[src/rtl/txs_pkg.sv]
// Shared types and helpers for the TXS burst writer.
package txs_pkg;

  typedef enum logic [1:0] {IDLE, BURST, DONE} state_t;

  localparam int BEAT_BYTES = 16;

  function automatic int clog2(input int v);
    int r;
    r = 0;
    while ((1 << r) < v) r++;
    return r;
  endfunction

endpackage

[src/rtl/sync_fifo.sv]
// Show-ahead synchronous FIFO with occupancy count and synchronous flush.
module sync_fifo
  import txs_pkg::*;
#(
  parameter int W     = 8,
  parameter int DEPTH = 16,
  localparam int AW   = clog2(DEPTH)
) (
  input  logic          c,
  input  logic          rst,
  input  logic          flush,
  input  logic          push,
  input  logic [W-1:0]  wdata,
  input  logic          pop,
  output logic [W-1:0]  rdata,
  output logic [AW:0]   count,
  output logic          full,
  output logic          empty
);

  logic [W-1:0]  mem [DEPTH];
  logic [AW-1:0] wr_ptr, rd_ptr;
  logic          do_push, do_pop;

  assign full    = (count == (AW+1)'(DEPTH));
  assign empty   = (count == '0);
  assign do_push = push & ~full;
  assign do_pop  = pop & ~empty;
  assign rdata   = mem[rd_ptr];

  always_ff @(posedge c) begin
    if (do_push && !flush) mem[wr_ptr] <= wdata;
  end

  always_ff @(posedge c or posedge rst) begin
    if (rst) begin
      wr_ptr <= '0;
      rd_ptr <= '0;
      count  <= '0;
    end else if (flush) begin
      wr_ptr <= '0;
      rd_ptr <= '0;
      count  <= '0;
    end else begin
      if (do_push) wr_ptr <= wr_ptr + AW'(1);
      if (do_pop)  rd_ptr <= rd_ptr + AW'(1);
      count <= count + (AW+1)'(do_push) - (AW+1)'(do_pop);
    end
  end

endmodule

[src/rtl/txs_burst_writer.sv]
// Packs the pixel word stream into fixed-length Avalon-MM write bursts
// targeting a host ring buffer, and reports frame completion.
module txs_burst_writer
  import txs_pkg::*;
#(
  parameter int DATA_W     = 128,
  parameter int ADDR_W     = 22,
  parameter int BURST_LEN  = 8,
  parameter int FIFO_DEPTH = 16
) (
  input  logic              c,
  input  logic              rst,
  input  logic              enable,
  input  logic [ADDR_W-1:0] cfg_base,
  input  logic [15:0]       cfg_bursts,
  input  logic              in_valid,
  output logic              in_ready,
  input  logic [DATA_W-1:0] in_data,
  input  logic              in_eof,
  output logic [ADDR_W-1:0] txs_address,
  output logic              txs_write,
  output logic [DATA_W-1:0] txs_writedata,
  output logic [5:0]        txs_burstcount,
  input  logic              txs_waitrequest,
  output logic              frame_done,
  output logic [15:0]       frame_count,
  output logic              busy
);

  localparam int BB_LOG = clog2(BURST_LEN * BEAT_BYTES);
  localparam int CNT_W  = clog2(FIFO_DEPTH) + 1;
  localparam logic [CNT_W-1:0]  BL_C    = CNT_W'(BURST_LEN);
  localparam logic [CNT_W-1:0]  DEPTH_C = CNT_W'(FIFO_DEPTH);
  localparam logic [ADDR_W-1:0] AMASK   = ~ADDR_W'(BURST_LEN * BEAT_BYTES - 1);

  state_t            state, state_d;
  logic [15:0]       burst_idx, last_idx;
  logic [5:0]        rem, len_d;
  logic              eof_held, eof_held_d, eof_seen;
  logic [DATA_W:0]   head;
  logic [CNT_W-1:0]  count, count_d;
  logic              full, empty;
  logic              push, pop, beat, last_beat, flush, start, burst_eof, in_ready_d;
  logic [ADDR_W-1:0] addr_d;

  sync_fifo #(.W(DATA_W + 1), .DEPTH(FIFO_DEPTH)) u_fifo (
    .c     (c),
    .rst   (rst),
    .flush (flush),
    .push  (push),
    .wdata ({in_eof, in_data}),
    .pop   (pop),
    .rdata (head),
    .count (count),
    .full  (full),
    .empty (empty)
  );

  assign push      = in_valid & in_ready & ~full;
  assign beat      = txs_write & ~txs_waitrequest;
  assign pop       = beat;
  assign last_beat = beat & (rem == 6'd1);
  assign burst_eof = eof_seen | head[DATA_W];
  assign flush     = (state == IDLE) & ~enable;
  assign start     = (state == IDLE) & enable & ((count >= BL_C) | (eof_held & ~empty));
  assign len_d     = (eof_held && count < BL_C) ? 6'(count) : 6'(BURST_LEN);
  assign last_idx  = (cfg_bursts == 16'd0) ? 16'd0 : cfg_bursts - 16'd1;
  assign addr_d    = (cfg_base & AMASK) + ADDR_W'({burst_idx, {BB_LOG{1'b0}}});
  assign busy      = (state != IDLE);
  assign txs_writedata = txs_write ? head[DATA_W-1:0] : '0;

  always_comb begin
    state_d = state;
    case (state)
      IDLE:    if (start) state_d = BURST;
      BURST:   if (last_beat) state_d = DONE;
      DONE:    state_d = IDLE;
      default: state_d = IDLE;
    endcase
  end

  // in_ready is registered, so it must look ahead at next-cycle occupancy and eof state
  always_comb begin
    eof_held_d = eof_held;
    if (flush || (state == DONE && eof_seen)) eof_held_d = 1'b0;
    else if (push && in_eof)                  eof_held_d = 1'b1;
    count_d    = flush ? '0 : count + CNT_W'(push) - CNT_W'(pop);
    in_ready_d = enable & (count_d != DEPTH_C) & ~eof_held_d;
  end

  always_ff @(posedge c or posedge rst) begin
    if (rst) state <= IDLE;
    else     state <= state_d;
  end

  always_ff @(posedge c or posedge rst) begin
    if (rst) begin
      in_ready       <= 1'b0;
      eof_held       <= 1'b0;
      eof_seen       <= 1'b0;
      burst_idx      <= '0;
      rem            <= '0;
      txs_write      <= 1'b0;
      txs_address    <= '0;
      txs_burstcount <= '0;
      frame_done     <= 1'b0;
      frame_count    <= '0;
    end else begin
      in_ready   <= in_ready_d;
      eof_held   <= eof_held_d;
      frame_done <= 1'b0;
      case (state)
        IDLE: begin
          if (flush) burst_idx <= '0;
          if (start) begin
            txs_write      <= 1'b1;
            txs_address    <= addr_d;
            txs_burstcount <= len_d;
            rem            <= len_d;
            eof_seen       <= 1'b0;
          end
        end
        BURST: begin
          if (beat) begin
            rem      <= rem - 6'd1;
            eof_seen <= burst_eof;
          end
          if (last_beat) begin
            txs_write   <= 1'b0;
            frame_done  <= burst_eof;
            frame_count <= frame_count + 16'(burst_eof);
          end
        end
        DONE: begin
          if (eof_seen)                    burst_idx <= '0;
          else if (burst_idx >= last_idx)  burst_idx <= '0;
          else                             burst_idx <= burst_idx + 16'd1;
        end
        default: ;
      endcase
    end
  end

endmodule

[config.mk]
export PLATFORM = sky130hd
export DESIGN_NAME = txs_burst_writer
export DESIGN_NICKNAME = d
export VERILOG_FILES = /design/src/rtl/txs_pkg.sv /design/src/rtl/sync_fifo.sv /design/src/rtl/txs_burst_writer.sv
export SDC_FILE = /design/constraint.sdc
export NUM_CORES = 2
export LEC_CHECK = 0
export CORE_ASPECT_RATIO = 0.5
export CORE_UTILIZATION = 60
export CTS_CLUSTER_SIZE = 40
export DETAILED_ROUTE_END_ITERATION = 6
export PLACE_DENSITY = 0.81
export SLEW_MARGIN = 20
export SYNTH_ARGS = -nofsm -noshare
export SYNTH_HDL_FRONTEND = slang
export SYNTH_HIERARCHICAL = 1
export SYNTH_SLANG_ARGS = --single-unit
export TNS_END_PERCENT = 10
[constraint.sdc]
create_clock -name c -period 7.13 [get_ports c]
set_input_delay 2.139 -clock c [delete_from_list [all_inputs] [get_ports c]]
set_output_delay 2.139 -clock c [all_outputs]
set_load 0.01 [all_outputs]
* After elaboration in Yosys (flattened, before gate mapping)
Memories as Yosys holds them, arrays and structs flattened. Index checks and enable logic that the tools add are counted.
Cells by class: reduce and logical (&&, ||, !) cells 20, magnitude comparators 3, $add $sub $neg 11, eq/ne operators 9, mux-type cells 31, bitwise operators 19
Operators by type and width (number):
- 128-bit two-way mux | 1
- 16-bit two-way mux | 4
- 16-bit one-hot mux with 2 select lines | 1
- 22-bit adder | 1
- 16-bit by 1-bit adder with 16-bit output | 1
- 16-bit by 1-bit adder with 16-bit output (second input constant) | 1
- 16-bit >= comparator | 1
- 16-bit logical NOT | 1
- 4-bit two-way mux | 4
- 16-bit by 1-bit subtractor with 16-bit output (second input constant) | 1
- 5-bit two-way mux | 3
- 1-bit bitwise AND | 12
- 6-bit two-way mux | 2
- 6-bit one-hot mux with 2 select lines | 1
- 5-bit by 1-bit adder with 5-bit output | 2
- 1-bit two-way mux | 10
- 2-bit nonzero test | 5
- 5-bit by 1-bit subtractor with 5-bit output | 2
- 4-bit by 1-bit adder with 4-bit output (second input constant) | 2
- 2-bit != test (second input constant) | 4
- 2-bit AND reduction | 4
- 6-bit by 1-bit == test with 1-bit output (second input constant) | 1
- 3-bit AND reduction | 2
- 6-bit by 1-bit subtractor with 6-bit output (second input constant) | 1
- 16 further kinds | 26
Storage, ports and cells: memories 1, register bits 86, output and inout bits 176, bits in writable memories 2064, word-level logic and storage cells 108, bits of input ports 172
Memory list:
- u_fifo.mem | depth 16, bits a word 129, rd ports 1, clocked after memory_dff 0, wr ports 1, line sync_fifo.sv:21 | logic [W-1:0] mem [DEPTH];

* Longest topological paths before layout
depth in word-level cells 9, mapped depth 17, gate-level depth less buffers 16

* Cells and area by module
The synthesis kept the hierarchy.
Modules (own cells, without submodules):
- sync_fifo | area an instance 79139.7 µm², instances 1, seq. area each 62304.8 µm², cells each 3810
- txs_burst_writer | area an instance 5490.3 µm², instances 1, seq. area each 1626.6 µm², cells each 670

* Worst setup path after synthesis
Ideal clock, no wire load.
kind input to register, start point input port in_valid, end point memory u_fifo/mem[4][0] (netlist bit), enable pin, data required time 6.627 ns, buffers on the path 0, setup time 0.503 ns, path slack 0.566 ns, arrival time 6.061 ns, stages on the path 7, path through nand2_1 or2_2 inv_1 and2b_1 inv_2 nor3_1 and2_1
Between the ends: cells in the longest elaborated chain, start to end 6
Ends and longest elaborated chain:
- start, declared | line txs_burst_writer.sv:16 | input logic in_valid,
- 1-bit bitwise AND (2 in a row) | line txs_burst_writer.sv:59 | assign push = in_valid & in_ready & ~full;
- via push | line txs_burst_writer.sv:43 | logic push, pop, beat, last_beat, flush, start, burst_eof, in_ready_d;
- 1-bit bitwise AND | line sync_fifo.sv:27 | assign do_push = push & ~full;
- 1-bit logical AND | line sync_fifo.sv:32 | if (do_push && !flush) mem[wr_ptr] <= wdata;
- 1-bit two-way mux | line sync_fifo.sv:32
- 1-bit two-way mux (implied by the code) | line sync_fifo.sv:32
- end, declared | line sync_fifo.sv:21
The timed path passes the listed nets, and every way through them passes these cells.

* Final worst setup path
start point register u_fifo.rd_ptr[2], end point output port txs_writedata[74]
Between the ends: cells in the longest elaborated chain, start to end 2
Ends and longest elaborated chain:
- start, declared | line sync_fifo.sv:22 | logic [AW-1:0] wr_ptr, rd_ptr;
- start signal, assigned | line sync_fifo.sv:46 | if (do_pop) rd_ptr <= rd_ptr + AW'(1);
- memory 16 x 129 bit
- via head[74] | line txs_burst_writer.sv:40 | logic [DATA_W:0] head;
- 128-bit two-way mux | line txs_burst_writer.sv:70 | assign txs_writedata = txs_write ? head[DATA_W-1:0] : '0;
- end, declared | line txs_burst_writer.sv:22 | output logic [DATA_W-1:0] txs_writedata,
The timed path passes the listed nets, and every way through them passes these cells.

==> qor_table.md <==
| Quantity | This run |
| --- | --- |
| Largest net degree at the start of global routing | 90 |
| Number of antenna violations at the first check in global routing | 25 |
| Worst setup skew after layout | 21.56 ps |
| Setup TNS | 0 ps |
| Summed instance area of the synthesized netlist | 0.08463 mm^2 |
| Most Frequent Cell on Critical Path | buf_12 |
| Final cycle utilization of the critical path | 89.04% |
| Core area | 0.1399 mm^2 |
| Final worst-path setup slack | 781.7 ps |
| Number of instances resized during post-cts repair | 0 |
| Maximum cell stage delay along the critical path | 850 ps |
| Final setup viols | 0 |
| Cell area after layout | 0.09617 mm^2 |
| Category of the worst setup path capture point | output pin |
| First-pass DRT Iterations | 6 |
| Detail-routed via count per cell | 6.548 |
| Avg Synthesized Cell Area | 18.89 um^2 |
| Switch share | 20.53% |
| Reported net switching power | 0.004970 W |
| Post-layout min period | 6348 ps |
| Drt wl/cell | 29.30 um |
| Highest achievable clock rate | 0.1575 GHz |
| Final wirelength | 201700 um |
| Post-CTS Hold Fix Bufs | 0 |
| First-pass GRT wire length | 292800 um |
| Netlist cell types | 68 |
| Clock slew at reported path FFs | 70 ps |
| Residual DRC count | 0 |
| DRC violation total after the first TritonRoute iteration | 5357 |
| Grt total ovfl | 0 |
| Sequential cell area fraction in the yosys report | 75.54% |
| Post-synth ARST share | 3.641% |
| Logic pwr share | 3.3% |
| Series of cell instances along the critical path | buf_12, and2_4, buf_12, a22oi_1, nand3_1, nand2_1, and2_1, clkdlybuf4s50_1 |
| Class of the tightest hold or removal check | reg -> reg |
| Number of flops mapped to enable cells by yosys | 2064 |
| Via Count | 45080 |
| Estimated wirelength of the detail-placed design | 105900 um |
| Number of buffer cells added on primary ports | 332 |
| Instance area after placement | 0.09069 mm^2 |
| Register-to-register setup slack | 3080 ps |
| Last weighted congestion value of the routability-driven placer | 0.7983 |
| Slew Limit Fails | 0 |
| Worst-case clock buffer depth | 3 |
| Post-Synthesis Cells | 4480 |
| Fin. Hold Viols | 0 |
| Number of sinks driven by the clock tree | 2142 |
| Critical path required time | 4990 ps |
| Maximum ir drop on the vdd rail | 261.2 uV |
| Pre-CTS setup slack | 1117 ps |
| Count of nets left with antenna violations after detail routing | 0 |
| Power density normalized to cell area | 251.7 mW/mm^2 |
| Clock Power Share | 38.7% |
| Number of ports placed on the die boundary | 348 |
| Dominant synthesized flop cell | edfxtp_1 |
| Sequential cell fraction of total power | 58.1% |
| Synthesis-to-finish area growth | 13.63% |
| NumNets Final | 5084 |
| Count of warnings emitted by yosys | 6 |
| Clock latency at the later pin of the worst-skew pair | 810 ps |
| Die Outline Area | 0.1426 mm^2 |
| Number of rows in the core area | 97 |
| Max-cap check violation count | 0 |
| Fraction of layout instances using a drive strength above 1 | 13.26% |
| Leakage | 30.21 nW |
| TritonCTS clock tree | yes |
| Actual transition at the worst max-transition pin | 1136 ps |
| Slowest stage cell on the critical path | dfrtp_4 |
| Number of flip-flops and latches in the synthesized netlist | 2142 |
| Result of the run | finished, final reports clean |
| Width of the chip | 533.1 um |
| Number of setup buffers added after CTS | 0 |
| Internal power component | 0.01923 W |
| GRT Util Overall | 28.29% |
| Worst Hold Path Cells | 2 |
| Number of global-route vias before repair | 45510 |
| H-tree levels | 4 |
| RSZ-0062 raised after global routing | no |
| Arrival time at the worst endpoint | 4210 ps |
| Library cell used as clock root buffer | clkbuf_16 |
| Y dimension of the die | 267.6 um |
| Largest fanout on the critical path | 89 |
| Worst slew margin relative to its limit | 24.25% |
| Setup Crit Path Kind | reg -> out |
| Number of buffers added by the clock tree synthesis step | 175 |
| Number of cell instances on the worst register-to-register path | 13 |
| CP Launch Type | register |
| Starting utilization of the core area | 60.48% |
==> cell families after synthesis <==
logic type	count (synthesis)	share of synthesized area (%)
buffers and inverters	296	1.807
adders and majority gates	58	0.8841
xor gates and xnor gates	50	0.5175
AOI/OAI and AO/OA	501	4.310
muxes	784	13.09
DFF	2142	75.54
other	1	0.004431
and+or+nand+nor	648	3.844
==> final timing paths <==
| path | from | end |
|---|---|---|
| setup reg to reg | txs_write | u_fifo/count[4] |
| min in group asynchronous | rst | u_fifo/count[4] |
| hold reg to reg | txs_burstcount[3] | txs_burstcount[3] |
| hold / removal | txs_burstcount[3] | txs_burstcount[3] |
| max in group asynchronous | rst | txs_write |
| setup / recovery | u_fifo/rd_ptr[2] | txs_writedata[74] |
==> through the flow <==
step	std cells	hold WS, ps	util, %	power [W]
after floorplan	4487	457.0	-	0.01469
after global placement	6556	461.3	64.77	0.01503
after detailed placement	6558	474.5	64.81	0.01510
after CTS	6867	487.6	68.69	0.02427
after global routing	6883	519.5	68.72	0.02483
final	6884	485.7	68.72	0.02420
==> cell usage after synthesis, drive strengths merged, types with 42 or more instances <==
cell type,number,share of area (%)
edfxtp,2064,73
mux2i,523,6.2
a22oi,387,3.4
mux4,258,6.9
nand2,219,0.97
nand3,163,0.96
and2,149,1.1
buf,138,1.1
clkbuf,116,0.51
dfrtp,78,2.3
ha,55,0.81
nor2,45,0.20
inv,42,0.19
==> power by group through the flow <==
stage / logic (W) / registers [W] / clock network [W]
global route: 0.000860 / 0.0141 / 0.00991
global placement: 0.000724 / 0.0143 / 0
detailed placement: 0.000775 / 0.0143 / 0
CTS: 0.000786 / 0.0141 / 0.00943
floorplan: 0.000374 / 0.0143 / 0
finish: 0.000788 / 0.0141 / 0.00936
==> per-layer routing <==
metal	part of all wire (%)	wire (um)	track usage, %	vias to the layer above
li1	-	-	-	18790
met1	37	74690	38.11	23150
met2	49	99210	46.27	2718
met3	10	20980	5.492	403
met4	3.3	6704	10.89	16
met5	0.042	84	0	-
==> cell type report <==
cell class              count  area (um^2)
well taps                1881         2354
multi-input cells        2049        19290
inverters                  42        157.7
clock buffers             204         4531
diodes                     17        42.54
flip-flops and latches   2142        63950
fillers                  8234        43770
clock inverters           105        898.4
repair buffers            444         4942
==> flip-flops by register name, indices dropped and copies added (netlist names) <==
register / count
txs_write: 1
u_fifo/count: 5
frame_count: 16
burst_idx: 16
txs_address: 15
in_ready: 1
eof_seen: 1
u_fifo/wr_ptr: 4
u_fifo/rd_ptr: 4
u_fifo/mem: 2064
state: 2
frame_done: 1
txs_burstcount: 5
rem: 6
eof_held: 1
==> placed cells by master, fill, tap and decap left out, drive strengths merged, types with 30 or more instances in the layout <==
cell type      count
clkdlybuf4s50    332
a21oi             30
nor2              45
mux2i            523
buf              112
ha                55
a22oi            387
nand3            163
o21ai             30
mux4             258
and2             149
inv               47
dfrtp             78
clkbuf           204
nand2            219
edfxtp          2064
clkinv            84
==> worst max-delay path, delay by kind of cell, from the launching register on <==
family / cells / cell delay [ps]
AND/OR/NAND/NOR: 4 / 680
flip-flops: 1 / 850
buffers and inverters: 3 / 1410
AO/OA/AOI/OAI: 1 / 250
No activity file was read; power rests on OpenSTA's default activity.
